[src/rtl/mac_lane_acc_if.sv]
// Beat-in / result-out bundle for mac_lane_acc. The master drives beats and
// consumes results; the slave is the MAC.
interface mac_lane_acc_if #(
  parameter int unsigned LANES   = 16,
  parameter int unsigned DW      = 8,
  parameter int unsigned ACC_LEN = 4,
  parameter int unsigned BW      = 8,
  parameter int unsigned OW      = 22
);
  localparam int unsigned CW = (ACC_LEN > 1) ? $clog2(ACC_LEN) : 1;

  logic                  in_valid;
  logic                  in_ready;
  logic [LANES*DW-1:0]   p;
  logic [LANES*DW-1:0]   w;
  logic [BW-1:0]         b;
  logic                  relu_en;
  logic                  clr;
  logic                  out_valid;
  logic                  out_ready;
  logic [OW-1:0]         dout;
  logic [CW-1:0]         beat_idx;

  modport master (
    output in_valid, p, w, b, relu_en, clr, out_ready,
    input  in_ready, out_valid, dout, beat_idx
  );

  modport slave (
    input  in_valid, p, w, b, relu_en, clr, out_ready,
    output in_ready, out_valid, dout, beat_idx
  );
endinterface

[src/rtl/mac_lane_acc.sv]
// Multi-lane MAC: per-beat dot product, ACC_LEN-beat accumulation, bias, optional
// ReLU and saturation; 3-stage pipeline with full backpressure and group abort.
module mac_lane_acc #(
  parameter int unsigned LANES   = 16,
  parameter int unsigned DW      = 8,
  parameter int unsigned ACC_LEN = 4,
  parameter int unsigned BW      = 8,
  parameter int unsigned OW      = 22
) (
  input logic           clk,
  input logic           rst,
  mac_lane_acc_if.slave bus
);
  localparam int unsigned CW   = (ACC_LEN > 1) ? $clog2(ACC_LEN) : 1;
  localparam int unsigned PW   = 2 * DW + 1;
  localparam int unsigned ACCW = 2 * DW + 1 + $clog2(LANES) + $clog2(ACC_LEN) + 1;
  // Result width always exceeds OW so the saturation compare is exact.
  localparam int unsigned RW   = ((ACCW > OW) ? ACCW : OW) + BW + 1;

  localparam logic [CW-1:0]        LastIdx = CW'(ACC_LEN - 1);
  localparam logic signed [RW-1:0] OutMax  = {{(RW - OW + 1){1'b0}}, {(OW - 1){1'b1}}};
  localparam logic signed [RW-1:0] OutMin  = {{(RW - OW + 1){1'b1}}, {(OW - 1){1'b0}}};

  logic                   s1_valid_q, s1_valid_d;
  logic signed [PW-1:0]   prod_q [LANES];
  logic signed [PW-1:0]   prod_d [LANES];
  logic [BW-1:0]          s1_b_q, s1_b_d;
  logic                   s1_relu_q, s1_relu_d;
  logic                   s2_valid_q, s2_valid_d;
  logic signed [ACCW-1:0] s2_sum_q, s2_sum_d;
  logic [BW-1:0]          s2_b_q, s2_b_d;
  logic                   s2_relu_q, s2_relu_d;
  logic signed [ACCW-1:0] acc_q, acc_d;
  logic [CW-1:0]          cnt_q, cnt_d;
  logic [CW-1:0]          in_cnt_q, in_cnt_d;
  logic                   out_valid_q, out_valid_d;
  logic [OW-1:0]          dout_q, dout_d;

  logic                   stall;
  logic                   in_ready;
  logic                   accept;
  logic signed [PW-1:0]   mult [LANES];
  logic signed [ACCW-1:0] tree_sum;
  logic signed [RW-1:0]   res_raw;
  logic signed [RW-1:0]   res_relu;
  logic [OW-1:0]          res_sat;

  assign stall    = out_valid_q & ~bus.out_ready;
  assign in_ready = ~rst & ~stall & ~bus.clr;
  assign accept   = bus.in_valid & in_ready;

  // p lanes are unsigned, so zero-extend them before the signed multiply.
  always_comb begin
    for (int i = 0; i < LANES; i++) begin
      mult[i] = $signed({{(PW - DW){1'b0}}, bus.p[i*DW +: DW]}) *
                $signed({{(PW - DW){bus.w[i*DW + DW - 1]}}, bus.w[i*DW +: DW]});
    end
  end

  always_comb begin
    tree_sum = '0;
    for (int i = 0; i < LANES; i++) begin
      tree_sum = tree_sum + $signed({{(ACCW - PW){prod_q[i][PW-1]}}, prod_q[i]});
    end
  end

  always_comb begin
    res_raw  = $signed({{(RW - ACCW){acc_q[ACCW-1]}}, acc_q}) +
               $signed({{(RW - ACCW){s2_sum_q[ACCW-1]}}, s2_sum_q}) +
               $signed({{(RW - BW){s2_b_q[BW-1]}}, s2_b_q});
    res_relu = (s2_relu_q && res_raw[RW-1]) ? '0 : res_raw;
    if (res_relu > OutMax) begin
      res_sat = OutMax[OW-1:0];
    end else if (res_relu < OutMin) begin
      res_sat = OutMin[OW-1:0];
    end else begin
      res_sat = res_relu[OW-1:0];
    end
  end

  always_comb begin
    s1_valid_d  = s1_valid_q;
    prod_d      = prod_q;
    s1_b_d      = s1_b_q;
    s1_relu_d   = s1_relu_q;
    s2_valid_d  = s2_valid_q;
    s2_sum_d    = s2_sum_q;
    s2_b_d      = s2_b_q;
    s2_relu_d   = s2_relu_q;
    acc_d       = acc_q;
    cnt_d       = cnt_q;
    in_cnt_d    = in_cnt_q;
    out_valid_d = out_valid_q;
    dout_d      = dout_q;

    if (!stall) begin
      if (bus.out_ready) begin
        out_valid_d = 1'b0;
      end

      s1_valid_d = accept;
      if (accept) begin
        prod_d    = mult;
        s1_b_d    = bus.b;
        s1_relu_d = bus.relu_en;
        in_cnt_d  = (in_cnt_q == LastIdx) ? '0 : in_cnt_q + CW'(1);
      end

      s2_valid_d = s1_valid_q;
      if (s1_valid_q) begin
        s2_sum_d  = tree_sum;
        s2_b_d    = s1_b_q;
        s2_relu_d = s1_relu_q;
      end

      // Abort drops everything in flight but leaves a pending result alone.
      if (bus.clr) begin
        s1_valid_d = 1'b0;
        s2_valid_d = 1'b0;
        acc_d      = '0;
        cnt_d      = '0;
        in_cnt_d   = '0;
      end else if (s2_valid_q) begin
        if (cnt_q == LastIdx) begin
          dout_d      = res_sat;
          out_valid_d = 1'b1;
          acc_d       = '0;
          cnt_d       = '0;
        end else begin
          acc_d = acc_q + s2_sum_q;
          cnt_d = cnt_q + CW'(1);
        end
      end
    end
  end

  always_ff @(posedge clk or posedge rst) begin
    if (rst) begin
      s1_valid_q  <= 1'b0;
      prod_q      <= '{default: '0};
      s1_b_q      <= '0;
      s1_relu_q   <= 1'b0;
      s2_valid_q  <= 1'b0;
      s2_sum_q    <= '0;
      s2_b_q      <= '0;
      s2_relu_q   <= 1'b0;
      acc_q       <= '0;
      cnt_q       <= '0;
      in_cnt_q    <= '0;
      out_valid_q <= 1'b0;
      dout_q      <= '0;
    end else begin
      s1_valid_q  <= s1_valid_d;
      prod_q      <= prod_d;
      s1_b_q      <= s1_b_d;
      s1_relu_q   <= s1_relu_d;
      s2_valid_q  <= s2_valid_d;
      s2_sum_q    <= s2_sum_d;
      s2_b_q      <= s2_b_d;
      s2_relu_q   <= s2_relu_d;
      acc_q       <= acc_d;
      cnt_q       <= cnt_d;
      in_cnt_q    <= in_cnt_d;
      out_valid_q <= out_valid_d;
      dout_q      <= dout_d;
    end
  end

  assign bus.in_ready  = in_ready;
  assign bus.out_valid = out_valid_q;
  assign bus.dout      = dout_q;
  assign bus.beat_idx  = in_cnt_q;
endmodule

[src/flat_wrapper.sv]
// flat-port wrapper written by rule: the top's interface ports become plain ports
module mac_lane_acc_flat 
#(
  parameter int unsigned LANES   = 16,
  parameter int unsigned DW      = 8,
  parameter int unsigned ACC_LEN = 4,
  parameter int unsigned BW      = 8,
  parameter int unsigned OW      = 22
)
  (clk, rst, bus_in_valid, bus_p, bus_w, bus_b, bus_relu_en, bus_clr, bus_out_ready, bus_in_ready, bus_out_valid, bus_dout, bus_beat_idx);
  mac_lane_acc_if #(.LANES(LANES), .DW(DW), .ACC_LEN(ACC_LEN), .BW(BW), .OW(OW)) bus_i ();
  input logic clk;
  input logic rst;
  input wire logic [$bits(bus_i.in_valid)-1:0] bus_in_valid;
  input wire logic [$bits(bus_i.p)-1:0] bus_p;
  input wire logic [$bits(bus_i.w)-1:0] bus_w;
  input wire logic [$bits(bus_i.b)-1:0] bus_b;
  input wire logic [$bits(bus_i.relu_en)-1:0] bus_relu_en;
  input wire logic [$bits(bus_i.clr)-1:0] bus_clr;
  input wire logic [$bits(bus_i.out_ready)-1:0] bus_out_ready;
  output wire logic [$bits(bus_i.in_ready)-1:0] bus_in_ready;
  output wire logic [$bits(bus_i.out_valid)-1:0] bus_out_valid;
  output wire logic [$bits(bus_i.dout)-1:0] bus_dout;
  output wire logic [$bits(bus_i.beat_idx)-1:0] bus_beat_idx;
  assign bus_i.in_valid = bus_in_valid;
  assign bus_i.p = bus_p;
  assign bus_i.w = bus_w;
  assign bus_i.b = bus_b;
  assign bus_i.relu_en = bus_relu_en;
  assign bus_i.clr = bus_clr;
  assign bus_i.out_ready = bus_out_ready;
  assign bus_in_ready = bus_i.in_ready;
  assign bus_out_valid = bus_i.out_valid;
  assign bus_dout = bus_i.dout;
  assign bus_beat_idx = bus_i.beat_idx;
  mac_lane_acc #(.LANES(LANES), .DW(DW), .ACC_LEN(ACC_LEN), .BW(BW), .OW(OW)) u_core (.clk(clk), .rst(rst), .bus(bus_i));
endmodule
[config.mk]
export PLATFORM = sky130hd
export DESIGN_NAME = mac_lane_acc_flat
export DESIGN_NICKNAME = d
export VERILOG_FILES = /design/src/rtl/mac_lane_acc_if.sv /design/src/rtl/mac_lane_acc.sv /design/src/flat_wrapper.sv
export SDC_FILE = /design/constraint.sdc
export NUM_CORES = 2
export LEC_CHECK = 0
export CAP_MARGIN = 0
export CORE_UTILIZATION = 55
export DETAILED_ROUTE_END_ITERATION = 12
export PLACE_DENSITY = 0.76
export SLEW_MARGIN = 10
export SYNTH_ARGS = -nofsm -noshare
export SYNTH_HDL_FRONTEND = slang
export SYNTH_SLANG_ARGS = --single-unit
export TNS_END_PERCENT = 5
[constraint.sdc]
create_clock -name clk -period 20.3 [get_ports clk]
set_input_delay 3.045 -clock clk [delete_from_list [all_inputs] [get_ports clk]]
set_output_delay 3.045 -clock clk [all_outputs]
set_load 0.1 [all_outputs]
==> flow_metrics.env <==
export IMPL_die_area_um2=104000
export IMPL_synth_area_leaders="fa_1 30%, ha_1 17%, dfrtp_1 16%"
export IMPL_nNetsFinal=8308
export IMPL_max_slew_margin_pct=27.7
export IMPL_die_y_um=323
export IMPL_final_hold_viol_count=0
export IMPL_drtIter0Drc=2388
export IMPL_synth_largest_area_cell="fa_1"
export IMPL_path_cells="clkdlybuf4s50_1 -> nor2b_1 -> nor3_1 -> clkdlybuf4s50_1"
export IMPL_antenna_found_initial=7
export IMPL_drive_above_1_share_pct=2.38
export IMPL_fill_cells=8654
export IMPL_dr_pass1_iters=5
export IMPL_met3_usage_pct=2.32
export IMPL_synth_async_reset_ratio_pct=100
export IMPL_path_clk_slew_ns=0.06
export IMPL_globalRouteMet1Util_pct=35.7
export IMPL_cts_buffers=42
export IMPL_gp_congestion=0.947
export IMPL_start_kind="primary input"
export IMPL_insertion_delay_ns=0.59
export IMPL_drt_vias_per_instance=5.31
export IMPL_cts_tree="done"
export IMPL_rows=117
export IMPL_synth_ff_type="dfrtp_1"
export IMPL_setup_viol=0
export IMPL_grt_use_met2_pct=45.5
export IMPL_avgRoutedWirePerCell_um=16.9
export IMPL_layout_common_cells="1148 x inv_1, 869 x nand2_1, 860 x fa_1"
export IMPL_root_buffer="clkbuf_16"
export IMPL_fin_crit_ns=8.36
export IMPL_crit_type="in -> out"
export IMPL_die_width_um=323
export IMPL_hold_class="reg -> reg"
export IMPL_rsz0062_at_grt="no"
export IMPL_track_usage_pct=26.3
export IMPL_portBuffers=295
export IMPL_start_util_pct=55.6
export IMPL_postRouteAntennaNets=0
export IMPL_postCtsHoldBufs=0
export IMPL_slew_viol_final=0
export IMPL_fmax_mhz=120
export IMPL_cpPeakStageDelay_ns=1.23
export IMPL_cts_path_max_buffers=3
export IMPL_fin_setup_tns_ns=0
export IMPL_path_max_fanout=6
export IMPL_yosys_warnings=0
export IMPL_status="complete, no violations"
export IMPL_crit_top_cell="clkdlybuf4s50_1"
export IMPL_cp_arrival_ns=5.31
export IMPL_vias=41400
export IMPL_syn_inst=6122
export IMPL_synth_edf_count=0
export IMPL_netlist_area_um2=56600
export IMPL_drcViolationCount=0
export IMPL_cts_resized_gates=0
export IMPL_synth_seq_cells=367
export IMPL_first_global_vias=43800
export IMPL_core_um2=102000
export IMPL_avgSynthCellArea_um2=9.25
export IMPL_endpoint_kind="primary output"
export IMPL_finalWirelength_um=132000
export IMPL_required_ns=17.26
export IMPL_hpwl_um=112000
export IMPL_layout_commonest_cell="inv_1"
export IMPL_io_pins=296
export IMPL_h_tree_depth=2
export IMPL_area_delta_synth_final_pct=10.4
export IMPL_worst_pin_slew_ns=1.08
export IMPL_synth_top_area_share_pct=30.4
export IMPL_final_util_pct=61.4
export IMPL_yosysSeqAreaShare_pct=16.2
export IMPL_crit_path_top_delay_cell="clkdlybuf4s50_1"
export IMPL_gr_total_overflow=0
export IMPL_grt_pass1_wl_um=221000
export IMPL_cts_sinks=367
export IMPL_synth_nets=8036
export IMPL_grt_max_degree=118
export IMPL_fin_skew_ns=0.0279
export IMPL_period_share_pct=41.2
export IMPL_grt_busiest_layer="met2"
export IMPL_cts_setup_buffers=0
export IMPL_maxCapViolCount=0
export IMPL_ys_types=64
Yosys cell counts (21+ instances only):
cell,number
fa_1,860
and3_1,27
o21ai_0,320
xnor2_1,120
a21oi_1,148
a21o_1,39
o41ai_1,33
nor2_1,223
nand2_1,870
o31ai_1,35
nand2b_1,131
xor2_1,115
dfrtp_1,367
clkbuf_1,70
inv_1,1149
nand3_1,35
nor2b_1,28
nor3_1,38
and2_1,516
o21a_1,21
ha_1,784
per-layer routing:
| metal | wire (µm) | up-vias |
|---|---|---|
| li1 | - | 19700 |
| met1 | 57700 | 20600 |
| met2 | 64900 | 912 |
| met3 | 5700 | 182 |
| met4 | 3290 | 6 |
| met5 | 34 | - |
kinds of logic (layout without fill, tap and decap cells):
kind of cell	after synthesis	in the layout	share of synthesized area, %
buffers and inverters	1228	1531	8.20
flip-flops	367	367	16.2
multiplexers	12	12	0.239
XOR/XNOR	235	235	3.64
adder cells (fa/ha/maj)	1644	1644	47.7
other	0	4	0
AND/OR/NAND/NOR	1908	1908	16.1
AO/OA/AOI/OAI	728	728	7.84
flip-flops by register name, summed over array words and instances (netlist names):
name / cells
u_core.prod_q: 272
u_core.s2_b_q: 8
u_core.cnt_q: 2
u_core.bus.dout: 22
u_core.s2_valid_q: 1
u_core.s1_relu_q: 1
u_core.s1_b_q: 8
u_core.s2_relu_q: 1
u_core.s2_sum_q: 24
u_core.s1_valid_q: 1
u_core.acc_q: 24
u_core.bus.beat_idx: 2
u_core.bus.out_valid: 1
layout make-up:
class,instances,area [µm²],area share (%)
clock inverters,18,235,0.376
diodes,4,10.0,0.0160
multi-input cells,4527,42800,68.5
repair buffers,307,3040,4.87
flip-flops and latches,367,9180,14.7
clock buffers,57,1220,1.95
well taps,1368,1710,2.74
inverters,1149,4320,6.91
through the flow:
step | hold slack [ns] | cell area, µm² | cells | setup WS (ns)
after floorplan | 0.442 | 56600 | 6122 | 7.07
after global placement | 0.456 | 61100 | 7718 | 12.00
after detailed placement | 0.464 | 61100 | 7718 | 11.93
after CTS | 0.483 | 62500 | 7793 | 11.93
after global routing | 0.496 | 62500 | 7797 | 11.34
final | 0.478 | 62500 | 7797 | 11.94
critical path: cells and delay by family:
family / cells / cell delay [ns]
buffers and inverters: 2 / 1.70
AND/OR/NAND/NOR: 2 / 0.56
final timing paths:
check,to,depth (start not counted),slack [ns],start
max in group asynchronous,u_core.prod_q[186]$_DFFE_PP0P_,4,15.03,rst
hold reg to reg,u_core.s1_b_q[7]$_DFFE_PP0P_,2,0.48,u_core.s1_b_q[7]$_DFFE_PP0P_
setup reg to reg,u_core.s2_sum_q[23]$_DFFE_PP0P_,32,11.95,u_core.prod_q[222]$_DFFE_PP0P_
setup / recovery,bus_in_ready,4,11.94,bus_out_ready
min in group asynchronous,u_core.cnt_q[0]$_DFFE_PP0P_,2,3.05,rst
hold / removal,u_core.s1_b_q[7]$_DFFE_PP0P_,2,0.48,u_core.s1_b_q[7]$_DFFE_PP0P_
Power is not shown: default switching activity piles up to over one toggle a cycle in this logic, so the estimate is an artifact.
